--- config.mk ---
export PLATFORM = sky130hd
export DESIGN_NAME = mem_arbiter
export DESIGN_NICKNAME = d
export VERILOG_FILES = /design/src/rtl/mem_arbiter_pkg.sv /design/src/rtl/mem_arbiter_rr_pick2.sv /design/src/rtl/mem_arbiter.sv
export SDC_FILE = /design/constraint.sdc
export NUM_CORES = 1
export LEC_CHECK = 0
export ABC_AREA = 1
export CORE_MARGIN = 4
export CORE_UTILIZATION = 40
export DETAILED_ROUTE_END_ITERATION = 10
export PLACE_DENSITY = 0.85
export SETUP_SLACK_MARGIN = 0.02
export SLEW_MARGIN = 20
export SYNTH_ARGS = -nofsm -noshare
export SYNTH_HDL_FRONTEND = slang
export SYNTH_SLANG_ARGS = --single-unit
--- constraint.sdc ---
create_clock -name clk -period 3.3 [get_ports clk]
set_input_delay 0.495 -clock clk [delete_from_list [all_inputs] [get_ports clk]]
set_output_delay 0.495 -clock clk [all_outputs]
set_load 0.02 [all_outputs]
--- src/rtl/mem_arbiter_pkg.sv ---
// rtl/mem_arbiter_pkg.sv - shared widths, state encoding and port ids for the memory arbiter
package mem_arbiter_pkg;

    localparam int MEM_AW = 9;
    localparam int MEM_DW = 12;

    typedef enum logic [1:0] {
        IDLE   = 2'd0,
        ACCESS = 2'd1,
        RESP   = 2'd2
    } arb_state_t;

    localparam logic PORT_CPU = 1'b0;
    localparam logic PORT_LDR = 1'b1;

endpackage

--- src/rtl/mem_arbiter_rr_pick2.sv ---
// rtl/mem_arbiter_rr_pick2.sv - two-requester winner selection, round-robin or fixed priority
module rr_pick2
    import mem_arbiter_pkg::*;
#(
    parameter bit FIXED_PRIO = 1'b0
) (
    input  logic req0,
    input  logic req1,
    input  logic last_grant,
    output logic valid,
    output logic winner
);

    always_comb begin
        valid  = req0 | req1;
        winner = PORT_CPU;
        if (req0 && req1) begin
            // on a tie, round-robin hands the grant to whichever port did not win last
            winner = FIXED_PRIO ? PORT_CPU : ~last_grant;
        end else if (req1) begin
            winner = PORT_LDR;
        end
    end

endmodule

--- src/rtl/mem_arbiter.sv ---
// rtl/mem_arbiter.sv - shares the single-port main memory between CPU and loader ports
module mem_arbiter
    import mem_arbiter_pkg::*;
#(
    parameter int AW         = MEM_AW,
    parameter int DW         = MEM_DW,
    parameter bit FIXED_PRIO = 1'b0
) (
    input  logic          clk,
    input  logic          rst,
    input  logic          req0,
    input  logic          we0,
    input  logic [AW-1:0] addr0,
    input  logic [DW-1:0] wdata0,
    output logic          ack0,
    output logic [DW-1:0] rdata0,
    input  logic          req1,
    input  logic          we1,
    input  logic [AW-1:0] addr1,
    input  logic [DW-1:0] wdata1,
    output logic          ack1,
    output logic [DW-1:0] rdata1,
    output logic [AW-1:0] mem_addr,
    output logic          mem_wr,
    output logic [DW-1:0] mem_wdata,
    input  logic [DW-1:0] mem_rdata,
    output logic          busy,
    output logic          gnt_id
);

    arb_state_t state;
    logic       last_grant;
    logic       pick_valid;
    logic       pick_id;

    rr_pick2 #(.FIXED_PRIO(FIXED_PRIO)) u_pick (
        .req0       (req0),
        .req1       (req1),
        .last_grant (last_grant),
        .valid      (pick_valid),
        .winner     (pick_id)
    );

    // last_grant resets to the loader port so the CPU wins the first tie
    always_ff @(posedge clk or posedge rst) begin
        if (rst) begin
            state      <= IDLE;
            mem_addr   <= '0;
            mem_wdata  <= '0;
            mem_wr     <= 1'b0;
            gnt_id     <= 1'b0;
            last_grant <= 1'b1;
            ack0       <= 1'b0;
            ack1       <= 1'b0;
            rdata0     <= '0;
            rdata1     <= '0;
            busy       <= 1'b0;
        end else begin
            case (state)
                IDLE: begin
                    if (pick_valid) begin
                        mem_addr   <= pick_id ? addr1  : addr0;
                        mem_wdata  <= pick_id ? wdata1 : wdata0;
                        mem_wr     <= pick_id ? we1    : we0;
                        gnt_id     <= pick_id;
                        last_grant <= pick_id;
                        busy       <= 1'b1;
                        state      <= ACCESS;
                    end
                end
                ACCESS: begin
                    // memory registered its output on the falling edge of this cycle
                    mem_wr <= 1'b0;
                    if (gnt_id == PORT_LDR) begin
                        rdata1 <= mem_rdata;
                        ack1   <= 1'b1;
                    end else begin
                        rdata0 <= mem_rdata;
                        ack0   <= 1'b1;
                    end
                    state <= RESP;
                end
                RESP: begin
                    ack0  <= 1'b0;
                    ack1  <= 1'b0;
                    busy  <= 1'b0;
                    state <= IDLE;
                end
                default: state <= IDLE;
            endcase
        end
    end

endmodule

# [After elaboration in Yosys (flattened, before gate mapping)]
# Index checks and enable logic that the tools add are counted.
[classes] reduce_logical=12 eq_ne=5 bitwise=3 mux=15
[op_table] operator="$reduce_and 2->1" n=7
[op_table] operator="$mux 12" n=1
[op_table] operator="$mux 9" n=1
[op_table] operator="$pmux 1 s2" n=4
[op_table] operator="$mux 1" n=7
[op_table] operator="$ne 2x2->1 const B" n=3
[op_table] operator="$reduce_bool 2->1" n=3
[op_table] operator="$pmux 2 s2" n=1
[op_table] operator="$eq 2x1->1 const B" n=1
[op_table] operator="$eq 2x2->1 const B" n=1
[op_table] operator="$logic_not 2->1" n=1
[op_table] operator="$mux 2" n=1
[op_table] operator="$not 1->1" n=2
[op_table] operator="$logic_and 1x1->1" n=1
[op_table] operator="$or 1x1->1" n=1
[word_totals] reg_bits=53 input_bits=60

# [Longest topological paths before layout]
[logic_depth] ltp_word=5 ltp_mapped=7 ltp_nobuf=6

# [Cells and area by module]
# From an unflattened synthesis, not the netlist that was laid out.
[unflattened] hier_cells=300 area_unflattened_um2=2312.2
[modules_own_cells] module="mem_arbiter" cells_each=297 seq_area_each_um2=1327.5 area_each_um2=2297.2 n_inst=1
[modules_own_cells] module="rr_pick2" cells_each=3 seq_area_each_um2=0.0 area_each_um2=15.0 n_inst=1

# [Least setup slack after synthesis]
# Ideal clock, no wire load.
[synth_path] path_type="register -> register" start="reg last_grant" end="reg mem_wdata[4]" stages_incl_launch_ff=7 path_slack_ps=2149 required_time_ps=3181 setup_ps=119 t_arrival_ps=1031 path_cell_list="dfstp_2 nand2_1 nand2_2 buf_2 nand2_1 nand2_1 o21ai_2"
[synth_via] elab_chain_cells=3
[synth_lines] item="start, declared" line="mem_arbiter.sv:32" text="logic last_grant;"
[synth_lines] item="start signal, assigned" line="mem_arbiter.sv:66" text="last_grant <= pick_id;"
[synth_lines] item="$not 1->1" line="mem_arbiter_rr_pick2.sv:19" text="winner = FIXED_PRIO ? PORT_CPU : ~last_grant;"
[synth_lines] item="$mux 1" line="mem_arbiter_rr_pick2.sv:17" text="if (req0 && req1) begin"
[synth_lines] item="$mux 12" line="mem_arbiter.sv:63" text="mem_wdata <= pick_id ? wdata1 : wdata0;"
[synth_lines] item="end signal, assigned" line="mem_arbiter.sv:63"
[synth_lines] item="end, declared" line="mem_arbiter.sv:25" text="output logic [DW-1:0] mem_wdata,"
# Every way passes these cells.
# A chain may end at the register's enable or synchronous reset.

# [Worst setup path after layout]
[layout_path] start="reg gnt_id" end="out gnt_id"
[layout_rtl] item="start, declared" line="mem_arbiter.sv:28" text="output logic gnt_id"
[layout_rtl] item="start signal, assigned" line="mem_arbiter.sv:65" text="gnt_id <= pick_id;"
# No word-level cell between the ends.

==> results.txt <==
Number of buffers created by CTS = 5
Die width = 85.64 um
H-Tree Depth = 2
DR WL met2 = 2.748 mm
CP endpoint kind = primary output
Antenna cell count = 0
CTS Hold Bufs = 0
Yosys reg bits = 53
Post-synthesis cell area = 0.002411 mm^2
Post-route worst setup slack = 1.438 ns
Slew Viols, Final = 0
Setup TNS = 0 ns
Clock Sinks = 53
Final hold violations = 0
Die height = 85.64 um
Met3 WL post-DR = 539 um
Sequential power share = 34.9%
Setup Fix Bufs, Post-CTS = 0
F_max = 537.1 MHz
Sw Pwr = 1.395 mW
Maxcap violations = 0
Largest net degree at the start of global routing = 54
WL final = 5.697 mm
P_int = 1.941 mW
Layout cells sized above 1 = 7.692%
Die Area = 0.007333 mm^2
Vias per std cell = 4.647
P_leak = 1.730 nW
Core area = 0.005886 mm^2
Ys Warns = 0
Dpl cells = 457
Clock skew = 0.01024 ns
Vias in the first global route = 2165
Post-Synthesis Cells = 284
Area delta synth->final = 48.94%
Register area share after synthesis = 55.06%
Initial Util = 40.97%
Slowest stage delay, CP = 0.65 ns
Antenna Nets Post-Route = 0
Worst skew pair latency = 0.30 ns
Met1 wire length = 2.374 mm
Worst EP arrival = 1.37 ns
Leading cell types in the layout, fill and taps excluded = 109 x clkdlybuf4s50_1, 97 x nand2_1, 52 x dfrtp_1
Clock power frac = 11.0%
DR WL/cell = 12.25 um
Hold WS = 0.4853 ns
Wire length of the first global-routing pass = 9.708 mm
GRT Overall Usage = 16.48%
Crit path max fanout = 3
Min-delay worst type = reg -> reg
Syn Nets = 344
Switching share of power = 41.81%
Post-Layout Cell Count = 465
Comb power frac = 54.2%
Worst Tran Pin Value = 0.8828 ns
# IOs = 110
Total global routing overflow = 0
CP Cell Sequence = clkdlybuf4s50_1
Post-cts sizing count = 0
Initial antenna violation count = 0
Synth cell types = 20
DRT iter0 DRCs = 46
Max clock buf depth = 2
Vias = 2161
Final period util = 56.42%
Max VDD drop = 0.4421 mV
DR pass1 iterations = 4
Commonest non-fill, non-tap cell in the layout = clkdlybuf4s50_1
WS Path Type = reg -> out
Slowest CP cell = clkdlybuf4s50_1
Pwr Density = 928.8 mW/mm^2
RSZ-0062 raised after global routing = false
Root buffer cell = clkbuf_8
TritonCTS clock tree = yes
Clock transition at path regs = 0.10 ns
Pre-CTS setup slack = 1.131 ns
Top routing layer used = met4
Status = finished, final reports clean
Syn_area_per_cell = 8.490 um^2
Final #Nets = 449
Port Buffers = 109
Slew HR = 41.15%
CP required = 2.80 ns
Setup violators final = 0
Startpoint types = flip-flop
Crit path buf inv count = 1
GPL Wtd Cong = 0.7506
Largest delay share family, worst path = buffers and inverters
Row cnt = 28
# DRC = 0
DP HPWL = 4.241 mm
Fin crit period = 1.862 ns
## registers in the layout, summed over array words and instances (netlist names)
name        cells
rdata0         12
busy            1
gnt_id          1
state           2
rdata1         12
ack1            1
ack0            1
mem_wdata      12
last_grant      1
mem_addr        9
mem_wr          1
## kinds of logic after synthesis
family	count (synthesis)	synth area share, %
and+or+nand+nor	129	22.00
buffers and inverters	51	10.38
AOI/OAI and AO/OA	51	12.56
DFF	53	55.06
## power by group through the flow
stage          registers [mW]  clock network [mW]  logic (mW)
6_report                 1.16               0.366        1.81
3_5_place_dp             1.17                   0        1.84
2_1_floorplan            1.53                   0       0.696
4_1_cts                  1.17               0.378        1.84
5_1_grt                  1.21               0.412        1.97
3_3_place_gp             1.16                   0        1.79
## cell usage after synthesis
cell type | count | area (um^2)
a21boi_0 | 1 | 7.510
buf_2 | 5 | 25.02
buf_4 | 1 | 7.510
buf_6 | 5 | 56.30
buf_8 | 1 | 15.01
dfrtp_1 | 52 | 1301
dfstp_2 | 1 | 26.28
inv_1 | 38 | 142.6
inv_2 | 1 | 3.750
nand2_1 | 97 | 364.1
nand2_2 | 1 | 6.260
nand2_4 | 2 | 22.52
nand3_1 | 2 | 10.01
nor2_1 | 24 | 90.09
nor2_2 | 1 | 6.260
nor2_4 | 1 | 11.26
nor2_8 | 1 | 20.02
o21ai_0 | 4 | 20.02
o21ai_1 | 34 | 170.2
o21ai_2 | 12 | 105.1
## layout make-up
cell class	instances	area, um^2
multi-input combinational	180	833.3
clock inverter	3	21.27
sequential	53	1328
inverter	39	147.6
tap	75	93.84
timing repair buffer	110	1099
clock buffer	5	68.82
fill	532	2295
## final timing paths
check,start,to,slack [ns],cells after the start
min in group asynchronous,rst,rdata1[4],0.67,2
worst min register to register,last_grant,last_grant,0.49,2
worst min-delay path,last_grant,last_grant,0.49,2
worst max-delay path,gnt_id,gnt_id,1.44,1
worst max register to register,last_grant,mem_addr[4],1.71,5
max in group asynchronous,rst,mem_wdata[1],2.10,2
## routing by layer
layer	up-vias	global-route usage [%]
met4	0	3.741
met2	79	27.75
li1	1079	-
met1	999	20.38
met3	4	5.860
met5	-	0
## stage by stage
step | area [um^2] | power [mW] | util [%]
floorplan | 2411 | 2.223 | -
global route | 3591 | 3.595 | 61.01
finish | 3591 | 3.335 | 61.01
global placement | 3500 | 2.951 | 59.46
CTS | 3590 | 3.384 | 60.99
detailed placement | 3500 | 3.011 | 59.46
(Power assumes the default switching activity.)
